[src/rtl/div_arb_pkg.sv]
// Shared constants and FSM encoding for the divider-sharing arbiter.
package div_arb_pkg;
  localparam int DW   = 16;
  localparam int IDW  = 2;
  localparam int CNTW = 16;
  localparam logic [DW-1:0] QERR = 16'hFFFF;

  typedef enum logic [2:0] {
    S_IDLE,
    S_START,
    S_BLANK,
    S_WAIT,
    S_RESP
  } state_e;
endpackage

[src/rtl/rr_arbiter.sv]
// Combinational round-robin picker: first set request searching from last+1.
module rr_arbiter
  import div_arb_pkg::*;
#(
  parameter int NREQ = 2
) (
  input  logic [NREQ-1:0] req,
  input  logic [IDW-1:0]  last,
  output logic [NREQ-1:0] gnt,
  output logic [IDW-1:0]  gnt_idx,
  output logic            gnt_any
);

  logic [IDW-1:0] first;
  int             j;

  always_comb begin
    gnt_any = 1'b0;
    gnt_idx = '0;
    j       = 0;
    first   = (int'(last) >= NREQ - 1) ? '0 : last + 1'b1;
    for (int k = 0; k < NREQ; k++) begin
      j = int'(first) + k;
      if (j >= NREQ) j = j - NREQ;
      if (!gnt_any && ((req >> j) & NREQ'(1)) != '0) begin
        gnt_any = 1'b1;
        gnt_idx = IDW'(j);
      end
    end
    gnt = gnt_any ? (NREQ'(1) << gnt_idx) : '0;
  end

endmodule

[src/rtl/div_share_arbiter.sv]
// Shares one sequential divider between NREQ requesters; resolves divide-by-zero
// and divider hangs locally and returns tagged results.
module div_share_arbiter
  import div_arb_pkg::*;
#(
  parameter int NREQ    = 2,
  parameter int TIMEOUT = 1023
) (
  input  logic               clk,
  input  logic               rst,
  input  logic [NREQ-1:0]    req_valid,
  input  logic [DW*NREQ-1:0] req_a,
  input  logic [DW*NREQ-1:0] req_b,
  output logic [NREQ-1:0]    req_ready,
  output logic               rsp_valid,
  output logic [IDW-1:0]     rsp_id,
  output logic [DW-1:0]      rsp_y,
  output logic [DW-1:0]      rsp_rem,
  output logic               rsp_err,
  output logic               div_start,
  output logic [DW-1:0]      div_a,
  output logic [DW-1:0]      div_b,
  input  logic               div_done,
  input  logic [DW-1:0]      div_y,
  input  logic [DW-1:0]      div_rem
);

  state_e          state_q, state_d;
  logic [IDW-1:0]  last_q, last_d;
  logic [CNTW-1:0] cnt_q, cnt_d;
  logic            div_start_q, div_start_d;
  logic [DW-1:0]   div_a_q, div_a_d, div_b_q, div_b_d;
  logic [IDW-1:0]  id_q, id_d;
  logic [DW-1:0]   y_q, y_d, rem_q, rem_d;
  logic            err_q, err_d;
  logic            rsp_valid_q, rsp_valid_d;
  logic [IDW-1:0]  rsp_id_q, rsp_id_d;
  logic [DW-1:0]   rsp_y_q, rsp_y_d, rsp_rem_q, rsp_rem_d;
  logic            rsp_err_q, rsp_err_d;

  logic [NREQ-1:0] gnt;
  logic [IDW-1:0]  gnt_idx;
  logic            gnt_any;
  logic [DW-1:0]   a_sel, b_sel;

  rr_arbiter #(.NREQ(NREQ)) u_rr (
    .req     (req_valid),
    .last    (last_q),
    .gnt     (gnt),
    .gnt_idx (gnt_idx),
    .gnt_any (gnt_any)
  );

  assign a_sel     = req_a[DW*int'(gnt_idx) +: DW];
  assign b_sel     = req_b[DW*int'(gnt_idx) +: DW];
  // Grant is only visible while idle and out of reset, so a reset cycle never accepts.
  assign req_ready = (state_q == S_IDLE && !rst) ? gnt : '0;

  always_comb begin
    state_d     = state_q;
    last_d      = last_q;
    cnt_d       = cnt_q;
    div_start_d = 1'b0;
    div_a_d     = div_a_q;
    div_b_d     = div_b_q;
    id_d        = id_q;
    y_d         = y_q;
    rem_d       = rem_q;
    err_d       = err_q;
    rsp_valid_d = 1'b0;
    rsp_id_d    = rsp_id_q;
    rsp_y_d     = rsp_y_q;
    rsp_rem_d   = rsp_rem_q;
    rsp_err_d   = rsp_err_q;
    case (state_q)
      S_IDLE: begin
        cnt_d = '0;
        if (gnt_any) begin
          last_d = gnt_idx;
          id_d   = gnt_idx;
          if (b_sel == '0) begin
            y_d     = QERR;
            rem_d   = a_sel;
            err_d   = 1'b1;
            state_d = S_RESP;
          end else begin
            div_a_d     = a_sel;
            div_b_d     = b_sel;
            div_start_d = 1'b1;
            state_d     = S_START;
          end
        end
      end
      S_START: state_d = S_BLANK;
      // One dead cycle so a done level left from the previous divide is not taken.
      S_BLANK: begin
        cnt_d   = '0;
        state_d = S_WAIT;
      end
      S_WAIT: begin
        cnt_d = cnt_q + 1'b1;
        if (div_done) begin
          y_d     = div_y;
          rem_d   = div_rem;
          err_d   = 1'b0;
          state_d = S_RESP;
        end else if (cnt_d == CNTW'(TIMEOUT)) begin
          y_d     = QERR;
          rem_d   = QERR;
          err_d   = 1'b1;
          state_d = S_RESP;
        end
      end
      S_RESP: begin
        rsp_valid_d = 1'b1;
        rsp_id_d    = id_q;
        rsp_y_d     = y_q;
        rsp_rem_d   = rem_q;
        rsp_err_d   = err_q;
        state_d     = S_IDLE;
      end
      default: state_d = S_IDLE;
    endcase
  end

  always_ff @(posedge clk) begin
    if (rst) begin
      state_q     <= S_IDLE;
      last_q      <= IDW'(NREQ - 1);
      cnt_q       <= '0;
      div_start_q <= 1'b0;
      div_a_q     <= '0;
      div_b_q     <= '0;
      id_q        <= '0;
      y_q         <= '0;
      rem_q       <= '0;
      err_q       <= 1'b0;
      rsp_valid_q <= 1'b0;
      rsp_id_q    <= '0;
      rsp_y_q     <= '0;
      rsp_rem_q   <= '0;
      rsp_err_q   <= 1'b0;
    end else begin
      state_q     <= state_d;
      last_q      <= last_d;
      cnt_q       <= cnt_d;
      div_start_q <= div_start_d;
      div_a_q     <= div_a_d;
      div_b_q     <= div_b_d;
      id_q        <= id_d;
      y_q         <= y_d;
      rem_q       <= rem_d;
      err_q       <= err_d;
      rsp_valid_q <= rsp_valid_d;
      rsp_id_q    <= rsp_id_d;
      rsp_y_q     <= rsp_y_d;
      rsp_rem_q   <= rsp_rem_d;
      rsp_err_q   <= rsp_err_d;
    end
  end

  assign div_start = div_start_q;
  assign div_a     = div_a_q;
  assign div_b     = div_b_q;
  assign rsp_valid = rsp_valid_q;
  assign rsp_id    = rsp_id_q;
  assign rsp_y     = rsp_y_q;
  assign rsp_rem   = rsp_rem_q;
  assign rsp_err   = rsp_err_q;

endmodule
[config.mk]
export PLATFORM = sky130hd
export DESIGN_NAME = div_share_arbiter
export DESIGN_NICKNAME = d
export VERILOG_FILES = /design/src/rtl/div_arb_pkg.sv /design/src/rtl/rr_arbiter.sv /design/src/rtl/div_share_arbiter.sv
export SDC_FILE = /design/constraint.sdc
export NUM_CORES = 1
export LEC_CHECK = 0
export CAP_MARGIN = 30
export CORE_ASPECT_RATIO = 1.25
export CORE_MARGIN = 5
export CORE_UTILIZATION = 50
export DETAILED_ROUTE_END_ITERATION = 6
export GPL_TIMING_DRIVEN = 0
export PLACE_DENSITY_LB_ADDON = 0.12
export SLEW_MARGIN = 10
export SYNTH_ARGS = -nofsm -noshare
export SYNTH_HDL_FRONTEND = slang
export SYNTH_SLANG_ARGS = --single-unit
export TNS_END_PERCENT = 30
[constraint.sdc]
create_clock -name clk -period 3.7 [get_ports clk]
set_clock_uncertainty 0.1 [all_clocks]
set_input_delay 0.37 -clock clk [delete_from_list [all_inputs] [get_ports clk]]
set_output_delay 0.37 -clock clk [all_outputs]
set_load 0.03 [all_outputs]
After elaboration in Yosys (flattened, before gate mapping)
Cells that the tools add are included.
- flip-flop bits (word level): 125
- latch bits: 0
- bits in writable memories: 0
- bits in read-only memories: 0
- input port bits: 101
- output and inout bits: 71
- logic and storage cells: 84
- memories kept: 0
- $add $sub $neg: 5
- $mul: 0
- div/mod/pow operators: 0
- order comparisons: 3
- equality and inequality tests: 8
- shifts and indexed selects: 5
- muxes and demuxes: 31
- bitwise gates (word level): 3
- reductions and logical operators: 14
- operator list (cell ; count):
    $mux 16 ; 7
    $pmux 16 s2 ; 3
    $mux 32 ; 2
    $shiftx 32x7->16 ; 2
    $shr 2x32->1 ; 2
    $ge 32x3->1 const B ; 1
    $sub 32x3->32 const B ; 1
    $add 16x1->16 const B ; 1
    $eq 16x10->1 const B ; 1
    $logic_not 16->1 ; 1
    $mux 3 ; 4
    $pmux 3 s4 ; 1
    $mux 2 ; 5
    $mux 1 ; 8
    $eq 3x2->1 const B ; 2
    $reduce_and 2->1 ; 2
    $reduce_and 4->1 ; 1
    $reduce_bool 2->1 ; 2
    $add 2x1->3 const B ; 1
    $eq 3x1->1 const B ; 1
    $eq 3x3->1 const B ; 1
    $logic_not 3->1 ; 1
    $ne 3x3->1 const B ; 1
    $not 1->1 ; 3
    13 further kinds ; 15

Depth between registers and ports, before layout
- depth after elaboration: 14
- mapped depth: 11
- depth with buffers taken out: 8

Hierarchy
From an unflattened synthesis, not the netlist that was laid out.
- cell total of the unflattened synthesis: 702
- area total of the unflattened synthesis: 5749.3 µm²
- modules (own cells, without submodules) (module ; instances ; cells each ; area an instance (µm²) ; seq. area each (µm²)):
    div_share_arbiter ; 1 ; 692 ; 5685.5 ; 2482.4
    rr_arbiter ; 1 ; 10 ; 63.8 ; 0.0

Least setup slack after synthesis
No wires, ideal clock.
- kind: flip-flop to flip-flop
- from: register cnt_q[1]
- to: register state_q[0]
- library setup time: 116 ps
- arrival time: 2225 ps
- data required time: 3484 ps
- path slack: 1259 ps
- cell stages (with the launch flop): 9
- path buffers: 1
- period minus slack after synthesis: 2441 ps
- cells stage by stage: dfxtp_1 > ha_1 > nand3_1 > nor4_1 > xor2_1 > nor3_2 > buf_2 > o211ai_2 > a31o_2
- word-level cells in the longest chain between the ends: 4
- RTL lines (item ; line ; text):
    from (decl) ; div_share_arbiter.sv:30 ; logic [CNTW-1:0] cnt_q, cnt_d;
    from (signal assigned) ; div_share_arbiter.sv:146 ; cnt_q <= cnt_d;
    $add 16x1->16 ; div_share_arbiter.sv:101 ; cnt_d = cnt_q + 1'b1;
    $eq 16x10->1 ; div_share_arbiter.sv:107 ; end else if (cnt_d == CNTW'(TIMEOUT)) begin
    $ne 3x3->1 (no source line) ; -- ;
    $reduce_and 2->1 (no source line) ; -- ;
    to (signal assigned) ; div_share_arbiter.sv:144 ; state_q <= state_d;
    to (decl) ; div_share_arbiter.sv:28 ; state_e state_q, state_d;
No other way between the ends.
A chain may end at the register's enable or synchronous reset.

Worst setup path in the final report
- from: input req_valid[1]
- to: output req_ready[1]
- word-level cells in the longest chain between the ends: 8
- elaborated cells between the ends (all ways): 11
- classes of those cells: shift: 3; mux: 6; reduce/logical: 2
- RTL lines (item ; line ; text):
    from (decl) ; div_share_arbiter.sv:11 ; input logic [NREQ-1:0] req_valid,
    $shr 2x32->1 ; rr_arbiter.sv:25 ; if (!gnt_any && ((req >> j) & NREQ'(1)) != '0) begin
    $mux 1 ; rr_arbiter.sv:25 ;
    $logic_not 1->1 ; rr_arbiter.sv:25 ;
    $logic_and 1x1->1 ; rr_arbiter.sv:25 ;
    $mux 2 ; rr_arbiter.sv:25 ;
    $shl 1x2->2 ; rr_arbiter.sv:30 ; gnt = gnt_any ? (NREQ'(1) << gnt_idx) : '0;
    $mux 2 (*) ; rr_arbiter.sv:30 ;
    $mux 2 (*) ; div_share_arbiter.sv:57 ; assign req_ready = (state_q == S_IDLE && !rst) ? gnt : '0;
    to (decl) ; div_share_arbiter.sv:14 ; output logic [NREQ-1:0] req_ready,
Every way passes the cells marked *; elsewhere a longest branch is shown, timed or not.

==> metrics.txt <==
met3 GRT Util=8.185%; proportion of synthesized chip area in sequential cells=40.18%; worst voltage drop across the vdd grid=~0.30 mV; commonest register cell after synthesis=sky130_fd_sc_hd__dfxtp_1; maximum fanout along the worst path=27; Pre-antenna DRT Iters=5; Post-CTS Hold Fix Bufs=0; number of cells produced by synthesis=a little under 800; fillcell total=1025; CP Cell Sequence=clkdlybuf4s50_1 > clkbuf_1 > nand2_2 > nor3b_1 > clkdlybuf4s50_1; number of synthesized flops with an enable pin=0; Avg Synthesized Cell Area=approximately 7.8 um2; Routability Congestion=0.8682; kind of critical path=in2out; core area=~0.012 mm2; Yosys top cell area share=between 40% and 50%; maximum number of pins on one net before global-route repair=19; Critical path buffers and inverters=3; leakage power figure=about 3.1 nW; delay of the slowest cell on the worst path=around 0.75 ns; portion of the clock cycle consumed by the worst path in the final layout=between 90% and 100%; power density cells=466.1 mW/mm2; CTS buffer count=17; CTS Buffer Depth=2; via count normalized by instance count=roughly 5.7; post-synth design cell area=between 0.006 and 0.007 mm2; post-synth net total=approximately 900; Slew Limit Headroom=a little under three fifths; diode count=0; Post-synth ARST share=0%; aggregate routed wire length=about 19000 um; number of warning messages in the yosys log=0; CTS tree=yes; I/O pins=approximately 170; detailed router's first-iteration violation count=about 470; ranking of synthesized cells by area=sky130_fd_sc_hd__dfxtp_1, sky130_fd_sc_hd__nand2_1, sky130_fd_sc_hd__nor2_1; most heavily used metal layer in global routing=met2; overall fraction of global-route tracks in use=a little over a quarter; clock input transition at the sequential cells of the worst setup and hold paths=0.06 ns; final number of max-transition violations=0; number of placement rows=between 40 and 50; wire length per cell=between 15 and 20 um; Slew @ Worst Pin=roughly 0.64 ns; grt ovf=0; clock latency on the worst-skew pair=between 0.4 and 0.5 ns; post-route ant nets=0; proportion of layout cells with a drive suffix above 1=between 6 and 7%; global-route wire length before repair=slightly above 30000 um; most used cell along the critical path=sky130_fd_sc_hd__clkdlybuf4s50_1; register-to-register setup slack=between 0.6 and 0.7 ns; maximum clock frequency=0.2943 GHz; minimum setup slack after placement=between 0.08 and 0.09 ns; register bit total from synthesis=around 120; routed vias=about 6500; GR Layer Usage met2=a little under half; required time at the endpoint of the critical path=approximately 3.2 ns; standard cell with the maximum stage delay on the critical path=sky130_fd_sc_hd__clkdlybuf4s50_1; routing usage on met1=a little under a third; Max H-tree Level=4; P&R area growth vs syn=40.89%; vias in the first global route=~6400; number of hold violations in the final report=0; slack of the critical path=between 0.3 and 0.4 ns; floorplan die area=0.01469 mm2; setup repair bufs after CTS=0; Clk Tree Root Cell=sky130_fd_sc_hd__clkbuf_16; smallest hold slack=~0.35 ns; DRC errors left=0; result of the run=complete, no violations; capturing element type of the critical path=output pin; number of failing setup endpoints in the final timing report=0; number of port buffers=171; max-capacitance violation count=0; distinct cell type count of the synthesized netlist=53; RSZ-0062 raised after global routing=no; dominant cell type by area after synthesis=sky130_fd_sc_hd__dfxtp_1; clock tree sinks=~120; HPWL after detailed placement=around 15000 um; class of the tightest hold or removal check=reg2reg; total number of nets in the final design=about 1100; horizontal die dimension=~110 um; die span in y=134.3 um; Data arrival, critical path=about 2.9 ns; number of antenna violations at the first check in global routing=0; Startpoint Class=primary input; setup total negative slack=0 ns; initial core utilization=between 50% and 60%; largest delay contributor family on the critical path=buffers and inverters; fin crit period=~3.4 ns; final core occ=71.57%
worst register-to-register path: stages, from the launching register on:
cell	delay (ns)
sky130_fd_sc_hd__dfxtp_1	0.41
sky130_fd_sc_hd__ha_1	0.28
sky130_fd_sc_hd__nand3_1	0.27
sky130_fd_sc_hd__nor4_1	0.44
sky130_fd_sc_hd__xor2_1	0.18
sky130_fd_sc_hd__nor3_2	0.45
sky130_fd_sc_hd__clkbuf_1	0.40
sky130_fd_sc_hd__a211o_1	0.23
sky130_fd_sc_hd__o2111ai_1	0.14
cell usage after synthesis, drive strengths merged, types with 4 or more instances:
cell type,n
nand2b,18
nand3,24
nor3,10
o21ai,26
a21oi,72
a311oi,16
a21o,4
and3b,4
a31oi,4
dfxtp,124
nor2,105
mux2i,16
nor4,13
nor3b,17
clkbuf,49
a211oi,51
nand2,115
a211o,16
buf,23
o2111ai,16
inv,7
nand4,21
cells in the final DEF, fill, tap and decap left out, types with 16 or more instances in the layout:
| cell type | netlist | final |
|---|---|---|
| sky130_fd_sc_hd__o2111ai_1 | 16 | 16 |
| sky130_fd_sc_hd__clkbuf_16 | 0 | 17 |
| sky130_fd_sc_hd__nand4_1 | 20 | 20 |
| sky130_fd_sc_hd__nand3_1 | 23 | 23 |
| sky130_fd_sc_hd__clkbuf_1 | 48 | 47 |
| sky130_fd_sc_hd__a211o_1 | 16 | 16 |
| sky130_fd_sc_hd__a311oi_1 | 16 | 16 |
| sky130_fd_sc_hd__clkdlybuf4s50_1 | 0 | 171 |
| sky130_fd_sc_hd__a211oi_1 | 51 | 51 |
| sky130_fd_sc_hd__o21ai_0 | 26 | 26 |
| sky130_fd_sc_hd__nand2_1 | 113 | 113 |
| sky130_fd_sc_hd__mux2i_1 | 16 | 16 |
| sky130_fd_sc_hd__nand2b_1 | 18 | 18 |
| sky130_fd_sc_hd__nor2_1 | 104 | 104 |
| sky130_fd_sc_hd__dfxtp_1 | 124 | 124 |
| sky130_fd_sc_hd__nor3b_1 | 17 | 17 |
| sky130_fd_sc_hd__a21oi_1 | 72 | 72 |
cell type report:
cell class / count / area (um2) / area share [%]
well taps: 164 / 205.2 / 2.357
clock buffers: 20 / 456.7 / 5.247
plain buffers: 70 / 296.5 / 3.407
repair buffers: 171 / 1712 / 19.66
multi-input cells: 586 / 3366 / 38.67
flip-flops and latches: 124 / 2482 / 28.52
clock inverters: 12 / 160.2 / 1.840
inverters: 7 / 26.28 / 0.3019
kinds of logic after synthesis:
logic type	synth area share, %
flops	40.18
compound gates	23.09
mux	2.774
fa+ha+maj	0.6076
simple gates	27.16
xor+xnor	0.8507
buf+inv	5.346
layer usage:
metal  vias up  part of all wire, %
met4         0                  1.7
met2       247                   49
met5         -                    0
li1       3234                    -
met1      3018                   41
met3        37                  8.0
where the power goes:
group | switching, W | leakage [nW] | total, W | internal, W
logic | 0.000481 | 1.80 | 0.000829 | 0.000348
clock network | 0.000633 | 0.301 | 0.00173 | 0.00110
registers | 0.0000597 | 1.01 | 0.00149 | 0.00143
total | 0.00117 | 3.11 | 0.00406 | 0.00288
sequential cells by signal (all words and copies together), names as in the netlist:
register,cells
cnt_q,16
div_a,16
div_b,16
rem_q,16
rsp_rem,16
rsp_y,16
y_q,16
state_q,3
last_q,2
rsp_id,2
div_start,1
err_q,1
id_q,1
rsp_err,1
rsp_valid,1
metrics by stage:
| stage | instance area [um2] | cells | total power (W) |
|---|---|---|---|
| after floorplan | 6178 | 789 | 0.001978 |
| after global placement | 8095 | 1124 | 0.002335 |
| after detailed placement | 8095 | 1124 | 0.002341 |
| after CTS | 8708 | 1155 | 0.004057 |
| after global routing | 8705 | 1154 | 0.004209 |
| final | 8705 | 1154 | 0.004057 |
timing repair:
item / in CTS / in global routing
gates cloned: 0 / 0
setup endpoints to repair: 1 / 1
gates resized for setup: 0 / 0
path summary, 6_finish.rpt:
kind | cells past startpoint | startpoint | to
worst max-delay path | 5 | req_valid[1] | req_ready[1]
worst min-delay path | 2 | rem_q[9] | rsp_rem[9]
worst max register to register | 8 | cnt_q[1] | rem_q[6]
worst min register to register | 2 | rem_q[9] | rsp_rem[9]
Power figures use the tool's default switching activity.
